`src/rtl/key_debounce_multi.sv`:
```
// key_debounce_multi: multi-channel push-button conditioner.
// Each key has its own two-flop synchroniser, debounce counter, hold counter
// and four-state FSM (IDLE, DEB_DN, HELD, DEB_UP).
// Outputs per key: debounced level, press/release strobes and a long-press strobe.
// Optional feature macro: KEY_REPEAT_EN. When it is defined, key_press auto-repeats
// every REPEAT_CYCLES while the key stays held after key_long has fired.
// Without the macro, no repeat counter exists and REPEAT_CYCLES is only range-checked.
//
// Handshake: none. All outputs are registered levels or single-cycle strobes
// with no back-pressure.
// Latency: a pin edge reaches key_press or key_release after 2 + DEB_CYCLES clocks.
// Long press: key_long fires LONG_CYCLES clocks after key_press.
module key_debounce_multi #(
    parameter int KEY_NUM       = 8,
    parameter bit ACTIVE_LOW    = 1'b1,
    parameter int DEB_CYCLES    = 1_000_000,
    parameter int LONG_CYCLES   = 50_000_000,
    parameter int REPEAT_CYCLES = 10_000_000,
    parameter int CNT_W         = 26
) (
    input  logic               CLK_50M,
    input  logic               RST_N,
    input  logic [KEY_NUM-1:0] KEY,
    output logic [KEY_NUM-1:0] key_level,
    output logic [KEY_NUM-1:0] key_press,
    output logic [KEY_NUM-1:0] key_release,
    output logic [KEY_NUM-1:0] key_long
);

    typedef enum logic [1:0] {
        IDLE   = 2'd0,
        DEB_DN = 2'd1,
        HELD   = 2'd2,
        DEB_UP = 2'd3
    } state_t;

    // The IDLE->DEB_DN step consumes one stable cycle.
    // DEB_DN exits when the count would reach DEB_CYCLES-1, so the
    // total is exactly DEB_CYCLES stable clocks after synchronisation.
    localparam logic [CNT_W-1:0] DEB_LAST  = CNT_W'(DEB_CYCLES - 2);
    localparam logic [CNT_W-1:0] LONG_LAST = CNT_W'(LONG_CYCLES - 1);
    localparam logic [CNT_W-1:0] CNT_ONE   = CNT_W'(1);
`ifdef KEY_REPEAT_EN
    localparam logic [CNT_W-1:0] REP_LAST  = CNT_W'(REPEAT_CYCLES - 1);
`endif

    // Reject parameter sets the counters cannot represent.
    if (DEB_CYCLES < 2 || LONG_CYCLES < 1 || REPEAT_CYCLES < 1 || CNT_W < 2 || CNT_W > 30 ||
        DEB_CYCLES > (1 << CNT_W) || LONG_CYCLES > (1 << CNT_W) ||
        REPEAT_CYCLES > (1 << CNT_W)) begin : g_param_err
        $error("key_debounce_multi: invalid cycle counts for CNT_W");
    end

    // Released pin value, used as the synchroniser reset value.
    localparam logic [KEY_NUM-1:0] PIN_RELEASED = {KEY_NUM{ACTIVE_LOW}};

    logic [KEY_NUM-1:0] sync1_q;
    logic [KEY_NUM-1:0] sync2_q;
    logic [KEY_NUM-1:0] pressed;

    // Two-flop synchroniser on every raw key pin.
    always_ff @(posedge CLK_50M or negedge RST_N) begin
        if (!RST_N) begin
            sync1_q <= PIN_RELEASED;
            sync2_q <= PIN_RELEASED;
        end else begin
            sync1_q <= KEY;
            sync2_q <= sync1_q;
        end
    end

    // Polarity normalisation: 1 means pressed from here on.
    assign pressed = ACTIVE_LOW ? ~sync2_q : sync2_q;

    for (genvar g = 0; g < KEY_NUM; g++) begin : g_key
        state_t           state_q;
        logic [CNT_W-1:0] cnt_q;
        logic [CNT_W-1:0] hcnt_q;
        logic             long_done_q;
        logic             level_q;
        logic             press_q;
        logic             release_q;
        logic             long_q;
`ifdef KEY_REPEAT_EN
        logic [CNT_W-1:0] rcnt_q;
`endif

        // Per-key debounce FSM with registered level and strobes.
        always_ff @(posedge CLK_50M or negedge RST_N) begin
            if (!RST_N) begin
                state_q     <= IDLE;
                cnt_q       <= '0;
                hcnt_q      <= '0;
                long_done_q <= 1'b0;
                level_q     <= 1'b0;
                press_q     <= 1'b0;
                release_q   <= 1'b0;
                long_q      <= 1'b0;
`ifdef KEY_REPEAT_EN
                rcnt_q      <= '0;
`endif
            end else begin
                press_q   <= 1'b0;
                release_q <= 1'b0;
                long_q    <= 1'b0;
                case (state_q)
                    IDLE: begin
                        level_q <= 1'b0;
                        if (pressed[g]) begin
                            state_q <= DEB_DN;
                            cnt_q   <= '0;
                        end
                    end
                    DEB_DN: begin
                        if (!pressed[g]) begin
                            // Bounce rejected before acceptance.
                            state_q <= IDLE;
                            cnt_q   <= '0;
                        end else if (cnt_q == DEB_LAST) begin
                            state_q     <= HELD;
                            cnt_q       <= '0;
                            hcnt_q      <= '0;
                            long_done_q <= 1'b0;
                            level_q     <= 1'b1;
                            press_q     <= 1'b1;
                        end else begin
                            cnt_q <= cnt_q + CNT_ONE;
                        end
                    end
                    HELD: begin
                        level_q <= 1'b1;
                        // Hold counter saturates. The long strobe fires once at saturation.
                        if (hcnt_q != LONG_LAST) begin
                            hcnt_q <= hcnt_q + CNT_ONE;
                        end else if (!long_done_q) begin
                            long_q      <= 1'b1;
                            long_done_q <= 1'b1;
                        end
`ifdef KEY_REPEAT_EN
                        if (long_done_q) begin
                            if (rcnt_q == REP_LAST) begin
                                press_q <= 1'b1;
                                rcnt_q  <= '0;
                            end else begin
                                rcnt_q <= rcnt_q + CNT_ONE;
                            end
                        end
`endif
                        if (!pressed[g]) begin
                            state_q <= DEB_UP;
                            cnt_q   <= '0;
                        end
                    end
                    DEB_UP: begin
                        level_q <= 1'b1;
                        if (pressed[g]) begin
                            // A bounce during release resumes the hold.
                            // The hold count and the long-fired flag are kept.
                            state_q <= HELD;
                            cnt_q   <= '0;
                        end else if (cnt_q == DEB_LAST) begin
                            state_q     <= IDLE;
                            cnt_q       <= '0;
                            hcnt_q      <= '0;
                            long_done_q <= 1'b0;
                            level_q     <= 1'b0;
                            release_q   <= 1'b1;
`ifdef KEY_REPEAT_EN
                            rcnt_q      <= '0;
`endif
                        end else begin
                            cnt_q <= cnt_q + CNT_ONE;
                        end
                    end
                    default: begin
                        state_q <= IDLE;
                    end
                endcase
            end
        end

        assign key_level[g]   = level_q;
        assign key_press[g]   = press_q;
        assign key_release[g] = release_q;
        assign key_long[g]    = long_q;
    end

endmodule
```
`config.mk`:
```
export PLATFORM = sky130hd
export DESIGN_NAME = key_debounce_multi
export DESIGN_NICKNAME = d
export VERILOG_FILES = /design/src/rtl/key_debounce_multi.sv
export SDC_FILE = /design/constraint.sdc
export NUM_CORES = 1
export LEC_CHECK = 0
export ABC_CLOCK_PERIOD_IN_PS = 2960
export BUFFER_PORTS_ARGS = -buffer_cell sky130_fd_sc_hd__buf_2
export CAP_MARGIN = 20
export CORE_MARGIN = 1.5
export CORE_UTILIZATION = 50
export DETAILED_ROUTE_END_ITERATION = 6
export PLACE_DENSITY = 0.71
export REMOVE_ABC_BUFFERS = 1
export SYNTH_ARGS = -nofsm -noshare
export SYNTH_HDL_FRONTEND = slang
export SYNTH_SLANG_ARGS = --single-unit
```
`constraint.sdc`:
```
create_clock -name CLK_50M -period 2.96 [get_ports CLK_50M]
set_input_delay 0.592 -clock CLK_50M [delete_from_list [all_inputs] [get_ports CLK_50M]]
set_output_delay 0.592 -clock CLK_50M [all_outputs]
set_load 0.05 [all_outputs]
```
==> impl_metrics.tcl, run 1 <==
set metrics [dict create \
    status "completed" \
    place_hpwl_mm 45.0 \
    async_flop_share_pct 100 \
    clock-root-buffer "clkbuf_16" \
    timing.final.crit_share_pct 94.8 \
    total_power_mw 22.3 \
    layout-drive-gt1-share_pct 10.2 \
    core_area_um2 57900 \
    synth_cells 3280 \
    wirelength_mm 68.5 \
    antenna_found_initial 0 \
    grt.overflow.total 0 \
    start_util_pct 50.7 \
    maxSlewViolCount 0 \
    rows 88 \
    yosysTopAreaCellShare_pct 40.2 \
    crit_chain "inv_1 -> ha_1 -> nor4b_1 -> nand4_1 -> o22ai_1 -> and2_1 -> mux2_2" \
    finalCriticalPeriod_ps 2810 \
    p_per_area_nw_per_um2 690 \
    synth_edf_count 0 \
    grt_pass1_vias 25100 \
    clkTransAtPathRegs_ps 60 \
    drtIter0Drc 1980 \
    synthFlopType "dfrtp_1" \
    gp_congestion 0.855 \
    cpLargestDelayFamily "simple AND/OR/NAND/NOR gates" \
    drc 0 \
    hold_end "sync1_q[4]" \
    fin_ws_ps 153 \
    synth_warnings 0 \
    wire_per_inst_um 16.8 \
    die_h_um 245 \
    skew_ps 18.9 \
    endpoint_kind "flip-flop" \
    cts_buffers 55 \
    io_buffers 41 \
    r2r_end "g_key[5].hcnt_q[0]" \
    cp_num_buf_inv 1 \
    slowest_stage "and2_1" \
    slew_headroom_pct 25.5 \
    dieArea_um2 60200 \
    cts_sinks 488 \
    clk_latency_ps 600 \
    synth_top_area_cell "dfrtp_1" \
    htree_levels 2 \
    via_per_inst 6.26 \
    ys_seq_area_share_pct 41.7 \
    syn_area_um2 29400 \
    crit_path_start_kind "flip-flop" \
    dr.pass1.iters 6 \
    area_growth_pct 10.2 \
    rr_worst_depth 7 \
    final_nets 3344 \
    yosysMostFrequentCell "dfrtp_1" \
    ys_seq_elements 488 \
    tightest_slew_ps 1120 \
    path_max_fanout 26 \
    hold_path_depth 1 \
    critPathArrivalTime_ps 3300 \
    hold_class "primary input to flip-flop" \
    synth_cell_types 85 \
    top_usage_layer "met2" \
    r2r-start "g_key[5].cnt_q[0]" \
    clock_path_buffers 3 \
    use_met2_pct 38.7 \
    crit_type "flip-flop to flip-flop" \
    yosys-top-cells-area "dfrtp_1 (40%), nand3_1 (4.6%), o21ai_0 (3.5%)" \
    vias 25600 \
    postRouteAntennaNets 0 \
    die_x_um 245 \
    cap_violations 0 \
    p_leak_nw 13.2 \
    max_freq_ghz 0.356 \
    grt_pass1_wl_mm 118 \
    grt.met3_usage_pct 2.68 \
    crit_required_ps 3450 \
    rsz0062_at_grt "no" \
    use_met1_pct 29.8 \
    ir_drop_mv 0.745 \
    pin_count 42 \
    post-place-ws_ps 193 \
    cts_tree "done" \
    n_antenna_cell 0 \
    ys_top_cells_by_count "dfrtp_1 (472), nand3_1 (269), nand2_1 (251)" \
    r2r_slack_ps 150 \
    slowest_delay_ps 910 \
    syn_avg_cell_area_um2 8.95 \
    hp-start "KEY[4]" \
    grtUsageTotal_pct 22.5 \
    grt_max_degree 89 \
    hold_viol 0 \
    report.final.setup_viol 0 \
]
-- area by class of cell --
type / instances / area, um2
clock buffers: 82 / 1670
fillers: 5074 / 25600
well taps: 765 / 957
inverters: 99 / 372
flip-flops and latches: 488 / 12200
clock inverters: 20 / 282
repair buffers: 130 / 948
multi-input cells: 2496 / 15900
-- cell families after synthesis --
| family | synth area share [%] |
|---|---|
| xor+xnor | 3.04 |
| flops | 41.7 |
| mux | 2.42 |
| buf+inv | 4.38 |
| simple gates | 30.0 |
| fa+ha+maj | 2.73 |
| compound gates | 15.7 |
-- cell usage in the layout (no fill, tap or decap), types with 55 or more instances in the layout --
master | Yosys | routed
a21oi_1 | 86 | 86
and3_1 | 100 | 100
buf_4 | 33 | 83
clkbuf_16 | 0 | 55
dfrtp_1 | 472 | 472
ha_1 | 64 | 64
inv_1 | 99 | 99
nand2_1 | 251 | 251
nand2b_1 | 57 | 57
nand3_1 | 269 | 269
nand3b_1 | 69 | 69
nand4_1 | 135 | 135
nor2_1 | 238 | 238
nor3_1 | 76 | 76
nor4_1 | 78 | 78
o211ai_1 | 64 | 64
o21ai_0 | 208 | 207
xnor2_1 | 57 | 57
-- metal layers --
layer / wire, um / vias up
li1: - / 12200
met1: 31100 / 12700
met2: 33400 / 576
met3: 2890 / 97
met4: 1110 / 0
met5: 0 / -
-- worst max path at each step --
stage	start	end	slack, ps	cells after the start
5_1_grt	g_key[5].cnt_q[0]	g_key[5].hcnt_q[0]	10	7
3_3_place_gp	g_key[4].state_q[0]	g_key[4].hcnt_q[3]	260	7
6_report	g_key[5].cnt_q[0]	g_key[5].hcnt_q[0]	150	7
4_1_cts	g_key[3].cnt_q[0]	g_key[3].cnt_q[25]	160	8
2_1_floorplan	g_key[6].state_q[0]	g_key[6].hcnt_q[3]	-1040	7
3_5_place_dp	g_key[3].cnt_q[0]	g_key[3].cnt_q[25]	190	8
-- metrics by stage --
step | hold WS, ps | util, % | TNS (ps) | std cells | cell area [um2]
floorplan | 296 | - | -78300 | 3083 | 28400
global placement | 347 | 52.5 | 0 | 3977 | 30400
detailed placement | 347 | 52.5 | 0 | 3977 | 30400
CTS | 44.0 | 55.8 | 0 | 4080 | 32300
global route | 56.5 | 55.9 | 0 | 4080 | 32400
finish | 83.1 | 55.9 | 0 | 4080 | 32400
-- repair_timing --
action	CTS	global route
hold buffers	1	0
setup buffers	0	0
endpoints found under the hold margin	37	0
setup endpoints to repair	0	2
resized for setup	0	1
-- registers in the layout, summed over array words and instances, names as in the netlist, named ones only --
name / flops
g_key.release_q: 8
g_key.long_q: 8
g_key.hcnt_q: 208
g_key.press_q: 8
g_key.state_q: 8
sync2_q: 8
sync1_q: 8
g_key.level_q: 8
g_key.cnt_q: 208
g_key.long_done_q: 8
-- power by group --
group          total (mW)  internal (mW)  switching [mW]
clock network        7.33           4.48            2.85
logic                7.48           2.30            5.18
registers            7.51           7.08           0.435
No activity file was read; power rests on OpenSTA's default activity.
==> inputs of run 2 (changes only) <==
- ABC_AREA: default -> 1
==> run 2 against run 1 <==
Clock-buffer cell count increased by 8. Register-to-register slack better by 260 ps. Largest cell class unchanged. Highest routed layer unchanged. Clock skew is 6.0 ps higher. Wire length increased by 4.5%.
==> impl_metrics.tcl, run 2 <==
set metrics [dict create \
    io_buffers 41 \
    synthFlopType "dfrtp_1" \
    p_leak_nw 15.2 \
    crit_required_ps 3460 \
    clkTransAtPathRegs_ps 60 \
    die_h_um 255 \
    critPathArrivalTime_ps 3050 \
    area_growth_pct 8.92 \
    hold_viol 0 \
    cts_resized 0 \
    fin_ws_ps 411 \
    grt_max_degree 70 \
    final_common_cell "nand2_1" \
    timing.final.crit_share_pct 86.1 \
    ir_drop_mv 0.579 \
    dr.pass1.iters 6 \
    fin_setup_tns_ps 0 \
    synth_cell_types 44 \
    async_flop_share_pct 100 \
    layout-drive-gt1-share_pct 5.59 \
    n_antenna_cell 0 \
    clk_latency_ps 620 \
    cts_buffers 58 \
    cap_violations 0 \
    grtUsageTotal_pct 22.4 \
    cts_sinks 488 \
    start_util_pct 50.4 \
    ys_seq_elements 488 \
    yosysTopAreaCellShare_pct 37.3 \
    wirelength_mm 71.6 \
    ys_seq_area_share_pct 38.6 \
    via_per_inst 5.00 \
    place_hpwl_mm 51.5 \
    synth_edf_count 0 \
    rsz0062_at_grt "no" \
    final_nets 4945 \
    report.final.setup_viol 0 \
    core_area_um2 62900 \
    synth_top_area_cell "dfrtp_1" \
    antenna_found_initial 0 \
    top_regs "g_key.cnt_q: 208 flops, g_key.hcnt_q: 208 flops" \
    ys_top_cells_by_count "nand2_1 (1698), nor2_1 (917), inv_1 (503)" \
    syn_avg_cell_area_um2 6.54 \
    yosys-top-cells-area "dfrtp_1 (37%), nand2_1 (20%), nor2_1 (11%)" \
    drc 0 \
    tightest_slew_ps 1040 \
    synth_warnings 0 \
    slew_headroom_pct 30.6 \
    grt_pass1_wl_mm 124 \
    skew_ps 24.9 \
    grt_pass1_vias 26500 \
    htree_levels 2 \
    rows 92 \
    synth_cells 4848 \
    cts_tree "done" \
    cts_setup_buffers 0 \
    status "completed" \
    grt.overflow.total 0 \
    postRouteAntennaNets 0 \
    path_max_fanout 18 \
    slowest_delay_ps 590 \
    endpoint_kind "flip-flop" \
    max_freq_ghz 0.392 \
    final_cell_mix "nand2_1 (1698), nor2_1 (917), inv_1 (503)" \
    slowest_stage "o21ai_2" \
    post-place-ws_ps 417 \
    yosysMostFrequentCell "nand2_1" \
    finalCriticalPeriod_ps 2550 \
    crit_chain "inv_1 -> ha_1 -> o21ai_2 -> inv_1 -> nor3_1 -> nand2_1 -> nand2_1 -> a21oi_1" \
    drtIter0Drc 1964 \
    crit_type "flip-flop to flip-flop" \
    gp_congestion 0.946 \
    crit_path_start_kind "flip-flop" \
    clock-root-buffer "clkbuf_16" \
    hold_class "primary input to flip-flop" \
    die_x_um 255 \
    vias 28800 \
    maxSlewViolCount 0 \
    pin_count 42 \
    dieArea_um2 64900 \
    p_per_area_nw_per_um2 588 \
    hold_buffers 1 \
    clock_path_buffers 3 \
    wire_per_inst_um 12.4 \
    syn_area_um2 31700 \
]
[run 2: where the power goes]
group          internal, mW  leakage [nW]  total, mW  switching (mW)
logic                  1.41          7.60       5.75            4.34
clock network          4.25         0.934       7.10            2.85
registers              7.05          6.71       7.46           0.414
total                  12.7          15.2       20.3            7.60
[run 2: final cells by class]
class | instances | area (um2)
clock inverters | 19 | 181
multi-input cells | 3717 | 16700
inverters | 519 | 1950
flip-flops and latches | 488 | 12200
repair buffers | 87 | 638
well taps | 846 | 1060
clock buffers | 90 | 1730
fillers | 6175 | 28300
[run 2: worst paths after layout]
| check | slack, ps | start | cells past startpoint | end |
|---|---|---|---|---|
| setup / recovery | 410 | g_key[4].state_q[0] | 8 | g_key[4].cnt_q[7] |
| hold / removal | 70 | KEY[6] | 1 | sync1_q[6] |
| setup reg to reg | 410 | g_key[4].state_q[0] | 8 | g_key[4].cnt_q[7] |
| hold reg to reg | 340 | sync1_q[7] | 0 | sync2_q[7] |
| max in group asynchronous | 1560 | RST_N | 3 | sync2_q[5] |
| min in group asynchronous | 560 | RST_N | 2 | g_key[6].cnt_q[7] |
[run 2: kinds of logic after synthesis]
group	synth area share, %
flip-flops	38.6
buffers and inverters	8.60
XOR/XNOR	3.81
AND/OR/NAND/NOR	40.7
adder cells (fa/ha/maj)	2.53
AO/OA/AOI/OAI	5.80
[run 2: metrics by stage]
step	total power, mW	instance area (um2)	util, %	std cells	hold WS [ps]
final	20.3	34500	54.9	5766	73.7
after global routing	21.7	34500	54.9	5766	35.7
after CTS	20.6	34500	54.9	5766	29.4
after detailed placement	13.3	32600	51.9	5656	347
after global placement	13.3	32600	51.9	5656	347
after floorplan	11.4	30900	-	4724	296
[run 2: layer usage]
layer / wire, um / share of wire [%] / global-route usage, %
met1: 35200 / 49 / 31.9
met3: 3300 / 4.6 / 2.81
met5: 0 / 0 / 0
met4: 1130 / 1.6 / 5.43
met2: 32000 / 45 / 36.1
[run 2: critical path, delay by kind of cell, from the launching register on]
family	cells	cell delay (ps)
compound gates	2	660
buf+inv	2	610
fa+ha+maj	1	230
simple gates	3	500
flops	1	440
